<file path="config.mk">
export PLATFORM = sky130hd
export DESIGN_NAME = fpro_bus_master
export DESIGN_NICKNAME = d
export VERILOG_FILES = /design/src/rtl/fpro_bus_pkg.sv /design/src/rtl/fpro_bus_master.sv
export SDC_FILE = /design/constraint.sdc
export NUM_CORES = 1
export LEC_CHECK = 0
export BUFFER_PORTS_ARGS = -buffer_cell sky130_fd_sc_hd__buf_2
export CORE_MARGIN = 2
export CORE_UTILIZATION = 53
export CTS_CLUSTER_SIZE = 10
export DETAILED_ROUTE_END_ITERATION = 8
export GPL_TIMING_DRIVEN = 0
export HOLD_SLACK_MARGIN = 0.1
export PLACE_DENSITY = 0.95
export SLEW_MARGIN = 20
export SYNTH_ARGS = -nofsm -noshare
export SYNTH_HDL_FRONTEND = slang
export SYNTH_SLANG_ARGS = --single-unit
</file>
<file path="constraint.sdc">
create_clock -name clk -period 6.66 [get_ports clk]
set_input_delay 0.666 -clock clk [delete_from_list [all_inputs] [get_ports clk]]
set_output_delay 0.666 -clock clk [all_outputs]
set_load 0.01 [all_outputs]
</file>
<file path="src/rtl/fpro_bus_pkg.sv">
// Shared FPro bus definitions: bus widths, address field widths and the
// burst-master FSM state type.
package fpro_bus_pkg;

  localparam int FPRO_ADDR_W = 21;
  localparam int FPRO_DATA_W = 32;
  localparam int SLOT_W      = 6;
  localparam int REG_W       = 5;

  typedef enum logic [2:0] {
    IDLE,
    RD_STB,
    RD_RSP,
    WR_WAIT,
    WR_STB,
    WR_RSP
  } state_t;

  // Debug view of the master's control state.
  typedef struct packed {
    state_t state;
    logic   wr;
    logic   fixed;
  } dbg_t;

  // Next beat address; incrementing addresses wrap modulo 2^FPRO_ADDR_W.
  function automatic logic [FPRO_ADDR_W-1:0] next_addr(
    input logic [FPRO_ADDR_W-1:0] addr,
    input logic                   fixed
  );
    return fixed ? addr : addr + FPRO_ADDR_W'(1);
  endfunction

endpackage

</file>
<file path="src/rtl/fpro_bus_master.sv">
// Burst master for the FPro MMIO bus: turns one command into 1..2^LEN_W
// single-cycle read or write strobes and returns responses on a stream.
module fpro_bus_master
  import fpro_bus_pkg::*;
#(
  parameter int LEN_W = 4
) (
  input  logic                   clk,
  input  logic                   reset,
  // Every stream below (cmd, wd, rsp) transfers exactly on a rising edge where
  // its valid and ready are both high; valid never waits for ready.
  input  logic                   cmd_valid,
  output logic                   cmd_ready,
  input  logic                   cmd_wr,
  input  logic [FPRO_ADDR_W-1:0] cmd_addr,
  input  logic [LEN_W-1:0]       cmd_len,
  input  logic                   cmd_fixed,
  input  logic                   wd_valid,
  output logic                   wd_ready,
  input  logic [FPRO_DATA_W-1:0] wd_data,
  output logic                   rsp_valid,
  input  logic                   rsp_ready,
  output logic [FPRO_DATA_W-1:0] rsp_data,
  output logic                   rsp_last,
  output logic                   busy,
  output logic                   mmio_cs,
  output logic                   mmio_wr,
  output logic                   mmio_rd,
  output logic [FPRO_ADDR_W-1:0] mmio_addr,
  output logic [FPRO_DATA_W-1:0] mmio_wr_data,
  input  logic [FPRO_DATA_W-1:0] mmio_rd_data,
  output dbg_t                   dbg
);

  state_t                 state;
  logic [FPRO_ADDR_W-1:0] addr_q;
  logic [LEN_W-1:0]       cnt;
  logic                   fixed_q;
  logic                   wr_q;

  assign mmio_addr = addr_q;

  assign dbg.state = state;
  assign dbg.wr    = wr_q;
  assign dbg.fixed = fixed_q;

  // All outputs are registers updated together with the state, so each one
  // is set on the transition into the state where it must be asserted.
  always_ff @(posedge clk or posedge reset) begin
    if (reset) begin
      state        <= IDLE;
      cmd_ready    <= 1'b1;
      busy         <= 1'b0;
      wd_ready     <= 1'b0;
      rsp_valid    <= 1'b0;
      rsp_last     <= 1'b0;
      rsp_data     <= '0;
      mmio_cs      <= 1'b0;
      mmio_rd      <= 1'b0;
      mmio_wr      <= 1'b0;
      mmio_wr_data <= '0;
      addr_q       <= '0;
      cnt          <= '0;
      fixed_q      <= 1'b0;
      wr_q         <= 1'b0;
    end else begin
      case (state)
        IDLE: begin
          if (cmd_valid) begin
            addr_q    <= cmd_addr;
            cnt       <= cmd_len;
            fixed_q   <= cmd_fixed;
            wr_q      <= cmd_wr;
            cmd_ready <= 1'b0;
            busy      <= 1'b1;
            if (cmd_wr) begin
              state    <= WR_WAIT;
              wd_ready <= 1'b1;
            end else begin
              state   <= RD_STB;
              mmio_cs <= 1'b1;
              mmio_rd <= 1'b1;
            end
          end
        end

        RD_STB: begin
          mmio_cs   <= 1'b0;
          mmio_rd   <= 1'b0;
          rsp_data  <= mmio_rd_data;
          rsp_valid <= 1'b1;
          rsp_last  <= (cnt == '0);
          if (cnt != '0) cnt <= cnt - LEN_W'(1);
          addr_q    <= next_addr(addr_q, fixed_q);
          state     <= RD_RSP;
        end

        RD_RSP: begin
          if (rsp_ready) begin
            rsp_valid <= 1'b0;
            rsp_last  <= 1'b0;
            if (rsp_last) begin
              state     <= IDLE;
              cmd_ready <= 1'b1;
              busy      <= 1'b0;
            end else begin
              state   <= RD_STB;
              mmio_cs <= 1'b1;
              mmio_rd <= 1'b1;
            end
          end
        end

        WR_WAIT: begin
          if (wd_valid) begin
            wd_ready     <= 1'b0;
            mmio_wr_data <= wd_data;
            mmio_cs      <= 1'b1;
            mmio_wr      <= 1'b1;
            state        <= WR_STB;
          end
        end

        WR_STB: begin
          mmio_cs <= 1'b0;
          mmio_wr <= 1'b0;
          addr_q  <= next_addr(addr_q, fixed_q);
          if (cnt == '0) begin
            state     <= WR_RSP;
            rsp_valid <= 1'b1;
            rsp_last  <= 1'b1;
            rsp_data  <= '0;
          end else begin
            cnt      <= cnt - LEN_W'(1);
            state    <= WR_WAIT;
            wd_ready <= 1'b1;
          end
        end

        WR_RSP: begin
          if (rsp_ready) begin
            rsp_valid <= 1'b0;
            rsp_last  <= 1'b0;
            state     <= IDLE;
            cmd_ready <= 1'b1;
            busy      <= 1'b0;
          end
        end

        default: state <= IDLE;
      endcase
    end
  end

endmodule
</file>
==> metrics, run 1 <==
outcome=finished clean; synth warn=0; DRT Pass-1 Iters=5; Hold WC Path Type=primary input to async pin; Post-route DRC=0; Hold Buf Count CTS=0; vias=4,349; GR Util met3=6.34%; area of the die=9970 µm²; register bit total from synthesis=102; CTS H-tree lvls=3; Crit-path slowest cell=dfrtp_1; worst-path maximum fanout=10; IO Pins=194; Placed Instances=720; CP max stage delay=410 ps; Initial Utilization=55.3%; drt total wl=13,200 µm; crit share post-route=30.7%; Via density=5.91; TritonCTS clock tree=yes; final std cells w/o fill=736; Critical Path AT=2300 ps; startpoint class of the critical path=flop; relative slew slack=61.6%; most common cell after layout, fill and taps aside=buf_2; critical path class=flop to flop; Power Density=537 nW/µm²; Fin. Hold Viols=0; grt ovf=0; crit end category=flop; Post-Synthesis Net Count=516; Fmax=488 MHz; Worst R2R Start=cnt[0]; antenna-violating nets left=0; Worst Setup SP=cnt[0]; ys async rst share=100%; final net count=721; Post-synth EDFFs=0; Post-CTS Repair Setup Buffers=0; global-route wire length before repair=21,200 µm; Area growth syn-to-layout=27.3%; commonest non-fill, non-tap cells in the layout=buf_2 (212), dfrtp_1 (101), mux2_2 (36); crit-path cells=inv_1, ha_1, or3b_1, buf_2, nor3_2, o21ai_2, buf_2, a22o_1; Leak Pwr=3.02 nW; setup TNS=0 ps; GP Congestion=0.919; Clock Latency Late Sink=370 ps; GRT met2 Usage=44.8%; busiest grt layer=met2; Peak supply drop=0.272 mV; Max Clock Skew=17.5 ps; Site Rows=34; post-DP HPWL=9700 µm; Least-Margin Pin Slew=572 ps; area of the mapped netlist=4870 µm²; Gate Count Post-Synth=418; GR Util met1=34.5%; largest net degree at the start of global routing=58; Initial DRC Count=330; Num CTS Buffers=9; clock-pin slew on the worst setup and hold paths=110 ps; ratio of cells with drive above 1 in the final layout=47.1%; fin. max-slew vios=0; core area=8810 µm²; critical path data required time=6910 ps; # resized after CTS=0; Yosys cell types=60; Seq/Total Area, Yosys=52.5%; Mean Syn Cell Area=11.6 µm²; Port Buffers=193; RSZ-0062 raised after global routing=no; clk buf depth=2; vias in the first global route=4,368; clock sink total=102; Die X=99.8 µm; GRT Overall Usage=27.0%; most used cell, CP=buf_2; Final setup viols=0; n_diodes=0; predominant post-synthesis flop cell=dfrtp_1; minimum clock period=2050 ps; Root Driver=clkbuf_8; Max Cap Viol=0; initial antenna violation count=0; die span in y=99.8 µm; DR WL/cell=17.9 µm
[sequential cells by signal (all words and copies together), names as in the netlist]
register      flops
fixed_q           1
cnt               4
mmio_cs           1
wd_ready          1
mmio_wr           1
mmio_addr        21
rsp_valid         1
mmio_wr_data     32
state             3
busy              1
cmd_ready         1
rsp_last          1
rsp_data         32
mmio_rd           1
wr_q              1
[logic make-up (layout without fill, tap and decap cells)]
kind of cell	after synthesis	after routing	synth area share (%)
and+or+nand+nor	98	98	11.9
xor gates and xnor gates	2	2	0.900
adders and majority gates	2	2	0.514
muxes	44	44	9.97
DFF	102	102	52.5
AOI/OAI and AO/OA	125	125	19.1
buffers and inverters	45	255	5.19
[metal layers]
| layer | wire length [µm] | vias up |
|---|---|---|
| met5 | 0 | - |
| met4 | 330 | 0 |
| met3 | 1330 | 39 |
| met2 | 6250 | 267 |
| met1 | 5240 | 2064 |
| li1 | - | 1979 |
[worst max-delay path, delay by kind of cell (launching register included)]
| kind | cells | cell delay [ps] |
|---|---|---|
| buffers and inverters | 3 | 470 |
| adder cells (fa/ha/maj) | 1 | 210 |
| AND/OR/NAND/NOR | 2 | 480 |
| flip-flops | 1 | 410 |
| AO/OA/AOI/OAI | 2 | 350 |
[report_power, final]
group | switching, mW | total, mW | leakage, nW | internal (mW)
clock network | 0.234 | 0.378 | 0.0953 | 0.144
logic | 0.992 | 1.79 | 1.70 | 0.796
registers | 0.227 | 1.16 | 1.22 | 0.933
total | 1.45 | 3.33 | 3.02 | 1.87
[layout make-up]
class,count,area [µm²]
fillers,632,2610
flip-flops and latches,102,2550
multi-input cells,271,2060
repair buffers,194,993
plain buffers,35,215
well taps,108,135
clock buffers,9,124
clock inverters,7,71.3
inverters,10,42.5
[worst paths after layout]
check                               end  cells past startpoint  slack, ps
max reg2reg                rsp_data[14]                      8       4610
max in group asynchronous     cmd_ready                      3       5690
max                        rsp_data[14]                      8       4610
min reg2reg                   cmd_ready                      2        470
min                        rsp_data[18]                      2        310
min in group clk              cmd_ready                      2        470
[Yosys cell counts, types with 3 or more instances]
cell         n  share of area [%]
a21oi_1     19                2.0
a22o_1      33                5.9
a22oi_1      4               0.62
a2bb2oi_1    8                1.4
and3_1       3               0.39
and4_1       4               0.72
buf_2       19                2.0
buf_4        8                1.2
buf_6        4               0.93
clkbuf_1     4               0.31
dfrtp_1    101                 52
inv_1       10               0.77
mux2_2      36                8.3
mux2i_1      8                1.6
nand2_1     18                1.4
nand3_1     17                1.7
nand4_1     10                1.3
nor2_1      12               0.93
nor3_1       9               0.93
o211ai_1     7                1.1
o21ai_0     18                1.9
o22a_1       5               0.90
o22ai_1      4               0.51
o2bb2ai_1    5               0.90
or3_1        4               0.51
[through the flow]
| step | cell area (µm²) | setup WS (ps) | hold slack (ps) | power, mW | util, % |
|---|---|---|---|---|---|
| after global placement | 5970 | 2390 | 451 | 2.85 | 67.8 |
| final | 6200 | 4610 | 305 | 3.33 | 70.4 |
| after global routing | 6200 | 4520 | 326 | 3.57 | 70.4 |
| after CTS | 6200 | 4650 | 302 | 3.33 | 70.4 |
| after detailed placement | 6000 | 4640 | 456 | 2.94 | 68.2 |
| after floorplan | 4870 | 3320 | 467 | 2.31 | - |
No activity file was read; power rests on OpenSTA's default activity.
==> run 2: changes to the inputs <==
CORE_UTILIZATION = 49   (was 53)
PLACE_DENSITY = 0.91   (was 0.95)
clock period = 2.1 ns   (was 6.66 ns; I/O delays follow)
==> run 2 against run 1 <==
Effect of this change: sequential power grew to 3.2 times the previous value; fmax is 1.7% higher; clock skew is 1.8 ps lower; hold slack worse by 170 ps; power grew to 3.3 times the previous value; critical path depth stayed put; register-to-register slack worse by 4500 ps; final area is 13% higher; flip-flop and latch count stayed put; global-route usage is 1.4 points higher; wire length is 15% higher; utilization is 1.7 points higher.
==> metrics, run 2 (synthesis results as in run 1) <==
DR WL/cell=18.2 µm (+2.0%); Clock Latency Late Sink=370 ps (about the same); Via density=5.68 (-3.9%); minimum clock period=2010 ps (-33.7 ps); CTS H-tree lvls=3 (unchanged); initial antenna violation count=0 (unchanged); Initial DRC Count=317 (-3.9%); total power=11.0 mW (+230%); Initial Utilization=50.0% (-5.2 points); clock-pin slew on the worst setup and hold paths=110 ps (about the same); fin. max-slew vios=0 (unchanged); core area=9730 µm² (+10%); DRT Pass-1 Iters=4 (-1); Max Clock Skew=15.8 ps (-1.78 ps); Fmax=496 MHz (+1.7%); Port Buffers=193 (unchanged); Critical Path AT=2280 ps (-20 ps); crit share post-route=95.9% (+65 points); Hold WC Path Type=primary input to flop; TritonCTS clock tree=yes; RSZ-0062 raised after global routing=yes; design area=7020 µm² (+13%); worst-path maximum fanout=10 (unchanged); R2R depth=8 (unchanged); clk buf depth=2 (unchanged); clock sink total=102 (unchanged); Root Driver=clkbuf_8; Die X=104 µm (+3.8%); critical path class=flop to flop; Final setup viols=0 (unchanged); Leak Pwr=3.35 nW (+11%); most common cell after layout, fill and taps aside=buf_2; final net count=791 (+9.7%); drt total wl=15,200 µm (+15%); crit end category=flop; GRT Overall Usage=28.4% (+1.4 points); vias in the first global route=4,955 (+13%); vias=4,719 (+8.5%); final std cells w/o fill=831 (+13%); Peak supply drop=0.830 mV (+200%); ratio of cells with drive above 1 in the final layout=42.8% (-4.3 points); area of the die=10,700 µm² (+7.8%); post-DP HPWL=9960 µm (+2.6%); Fin. Hold Viols=0 (unchanged); Post-DP Area=6110 µm² (+1.8%); Site Rows=36 (+5.9%); relative slew slack=55.9% (-5.6 points); Num CTS Buffers=9 (unchanged); critical path data required time=2360 ps (-4550 ps); n_diodes=0 (unchanged); IO Pins=194 (unchanged); Min Hold Slack=130 ps (-175 ps); Area growth syn-to-layout=44.1%; commonest non-fill, non-tap cells in the layout=buf_2 (211), dfrtp_1 (101), dlygate4sd3_1 (67); Least-Margin Pin Slew=655 ps (+84.0 ps); GP Congestion=0.920 (+0.20%); Power Density=1570 nW/µm² (+190%); grt ovf=0 (unchanged); WHS Path Cells=3; largest net degree at the start of global routing=27 (-53%); outcome=finished clean; startpoint class of the critical path=flop; Post-CTS Repair Setup Buffers=0 (unchanged); global-route wire length before repair=24,500 µm (+16%); die span in y=104 µm (+3.8%); Post-route DRC=0 (unchanged); antenna-violating nets left=0 (unchanged); Max Cap Viol=0 (unchanged); Placed Instances=748 (+3.9%)
-- run 2: cell count changes in the layout (fill, tap and decap cells not counted), sizes merged --
cell	change
inv	+3
dlygate4sd3	+67
clkbuf	+1
buf	+2
clkinv	-5
bufinv	+2
-- run 2: metal layers --
metal / vias up / track usage, % / part of all wire [%]
li1: 2130 / - / -
met4: 0 / 13.3 / 3.0
met1: 2301 / 34.6 / 40
met5: - / 0 / 0
met3: 40 / 6.42 / 7.2
met2: 248 / 48.0 / 50
-- run 2: power by group --
part	switching (mW)	leakage [nW]	internal (mW)	total, mW
clock	0.738	0.120	0.705	1.44
sequential	0.766	1.22	2.96	3.73
combinational	3.21	2.01	2.63	5.83
total	4.71	3.35	6.29	11.0
-- run 2: what timing repair did --
| action | in CTS | in global routing |
|---|---|---|
| endpoints found under the hold margin | 79 | 0 |
| resized for setup | 0 | 1 |
| hold buffers | 67 | 0 |
| setup endpoints to repair | 0 | 3 |
-- run 2: worst paths after layout --
check                              endpoint        start  slack, ps
max                            rsp_data[18]       cnt[0]         90
min in group asynchronous  mmio_wr_data[12]        reset        410
min reg2reg                       cmd_ready    cmd_ready        470
min                            mmio_addr[4]  cmd_addr[4]        130
max in group asynchronous         cmd_ready        reset        990
max reg2reg                    rsp_data[18]       cnt[0]         90
-- run 2: critical path, cell delays in order (launching register included) --
cell and delay [ps]:
dfrtp_1 410, inv_1 80, ha_1 180, or3b_1 350, buf_2 180, nor3_2 140, o21ai_2 140, clkbuf_4 230
a22o_1 210
-- run 2: layout make-up --
cell class              instances  area, µm²
plain buffers                  35        218
clock buffers                   9        124
clock inverters                 7        111
fillers                       687       2710
inverters                      10       41.3
multi-input cells             271       2060
flip-flops and latches        102       2550
well taps                     133        166
repair buffers                264       1740
-- run 2: through the flow --
step	worst slack, ps	TNS, ps	util (%)
3_5_place_dp	112	0	62.8
3_3_place_gp	89.4	0	61.7
2_1_floorplan	352	0	-
4_1_cts	97.5	0	72.1
6_report	85.9	0	72.1
5_1_grt	-6.43	-14.9	72.1
==> run 3: changes to the inputs <==
CORE_UTILIZATION = 40   (was 49)
PLACE_DENSITY = 0.78   (was 0.91)
==> run 3 against run 2 <==
Effect of this change: die area increased by 22%; sequential power barely moved; fmax grew 0.74%; global-route usage decreased by 6.2 points; first-iteration DRC count grew 1.6%; clock skew is 3.3 ps lower; via count shrank 2.7%; register-to-register slack barely moved; cell count grew 0.48%; sequential share of layout area increased by 0.15 points; largest power group unchanged; non-clock buffer count decreased by 10.
==> metrics, run 3 (synthesis results as in run 1) <==
clk buf depth=2 (unchanged); CP top delay family=simple AND/OR/NAND/NOR gates; relative slew slack=56.3% (+0.34 points); Leak Pwr=3.34 nW (-0.44%); core area=12,000 µm² (+23%); crit share post-route=95.2% (-0.70 points); most common cell after layout, fill and taps aside=buf_2; n_diodes=0 (unchanged); Final setup viols=0 (unchanged); outcome=finished clean; R2R depth=8 (unchanged); Area growth syn-to-layout=43.5%; fill count=977 (+42%); Crit-path slowest cell=dfrtp_1; vias=4,592 (-2.7%); crit-path cells=inv_1, ha_1, or3b_1, buf_2, nor3_4, o21ai_4, clkbuf_4, a22o_1; CTS H-tree lvls=3 (unchanged); Critical path destination=rsp_data[15]; Fin. Hold Viols=0 (unchanged); Max Clock Skew=12.5 ps (-3.28 ps); critical path data required time=2340 ps (-20 ps); Die X=114 µm (+10%); critical path class=flop to flop; fin. max-slew vios=0 (unchanged); ratio of cells with drive above 1 in the final layout=43.3% (+0.48 points); Worst Setup SP=cnt[0]; die span in y=114 µm (+10%); IO Pins=194 (unchanged); Peak supply drop=0.754 mV (-9.2%); Root Driver=clkbuf_16; TritonCTS clock tree=yes; Initial DRC Count=322 (+1.6%); Least-Margin Pin Slew=650 ps (-5.04 ps); Hold WC Path Type=primary input to flop; largest net degree at the start of global routing=37 (+37%); total power=11.2 mW (+1.6%); Via density=5.50 (-3.2%); GRT Overall Usage=22.2% (-6.2 points); Fmax=500 MHz (+0.74%); GP Congestion=0.904 (-1.7%); worst-path maximum fanout=10 (unchanged); Max Cap Viol=0 (unchanged); Min Hold Slack=103 ps (-27.6 ps); crit end category=flop; r2r endpoint=rsp_data[15]; CP bufs+invs=3 (unchanged); vias in the first global route=4,628 (-6.6%); Num CTS Buffers=9 (unchanged); Post-route DRC=0 (unchanged); final core utilization=58.4% (-14 points); Stages on worst setup path=8 (unchanged); CP max stage delay=390 ps (-20 ps); Initial Utilization=40.7% (-9.3 points); setup TNS=0 ps (unchanged); post-DP HPWL=9980 µm (+0.20%); commonest non-fill, non-tap cells in the layout=buf_2 (210), dfrtp_1 (101), dlygate4sd3_1 (58); Site Rows=40 (+11%); Power Density=1600 nW/µm² (+2.0%); startpoint class of the critical path=flop; Post-CTS Repair Setup Buffers=0 (unchanged); DRT Pass-1 Iters=5 (+1); grt ovf=0 (unchanged); Worst R2R Start=cnt[0]; Critical Path AT=2240 ps (-40 ps); reg2reg setup slack=100 ps (about the same); clock sink total=102 (unchanged); Clock Latency Late Sink=360 ps (about the same); Port Buffers=193 (unchanged); drt total wl=14,600 µm (-3.9%); final net count=781 (-1.3%); global-route wire length before repair=22,900 µm (-6.6%); initial antenna violation count=0 (unchanged); clock-pin slew on the worst setup and hold paths=80 ps (-30 ps); minimum clock period=2000 ps (-14.7 ps); area of the die=13,100 µm² (+22%); antenna-violating nets left=0 (unchanged); DR WL/cell=17.4 µm (-4.4%); RSZ-0062 raised after global routing=no
[run 3: changes by cell type in the layout (fill, tap and decap cells not counted), sizes merged]
cell         change
inv              -1
bufinv           -2
clkinvlp         +1
buf              -1
clkinv           +2
dlygate4sd3      -9
[run 3: report_power, final]
group	switching, mW	internal (mW)	total (mW)
registers	0.747	2.97	3.71
clock network	0.823	0.831	1.65
logic	3.19	2.62	5.81
[run 3: what timing repair did]
| action | in CTS | in global routing |
|---|---|---|
| gates resized for setup | 0 | 6 |
| hold buffers | 56 | 2 |
| endpoints found under the setup margin | 0 | 19 |
| endpoints found under the hold margin | 75 | 2 |
[run 3: layer usage]
layer	share of wire, %	track usage (%)
met1	41	28.4
met2	48	36.6
met3	8.0	5.45
met4	2.5	8.46
met5	0	0
[run 3: final cells by class]
type                            instances  area (µm²)  share of cell area [%]
Buffer                                 35         220                    3.15
Timing Repair Buffer                  254        1610                    23.1
Tap cell                              147         184                    2.63
Clock inverter                          7        63.8                   0.913
Clock buffer                            9         225                    3.22
Inverter                               10        41.3                   0.591
Sequential cell                       102        2550                    36.6
Multi-Input combinational cell        271        2080                    29.8
[run 3: per-stage QoR]
| step | worst slack [ps] | cells | area (µm²) |
|---|---|---|---|
| 2_1_floorplan | 352 | 418 | 4870 |
| 3_3_place_gp | 48.0 | 758 | 6020 |
| 3_5_place_dp | 72.3 | 761 | 6090 |
| 4_1_cts | 61.6 | 833 | 6940 |
| 5_1_grt | 14.4 | 835 | 6990 |
| 6_report | 101 | 835 | 6990 |
[run 3: worst min path at each step]
stage	cells after the start	end	from
floorplan	1	rsp_data[10]	mmio_rd_data[10]
global placement	2	rsp_data[15]	mmio_rd_data[15]
detailed placement	2	mmio_addr[1]	reset
CTS	2	mmio_wr_data[31]	wd_data[31]
global route	2	mmio_wr_data[3]	wd_data[3]
finish	3	mmio_addr[1]	cmd_addr[1]
[run 3: worst register-to-register path, stage by stage, from the launching register on]
cell and delay (ps):
dfrtp_1 390, inv_1 90, ha_1 190, or3b_1 340, buf_2 180, nor3_4 160, o21ai_4 120, clkbuf_4 210
a22o_1 190
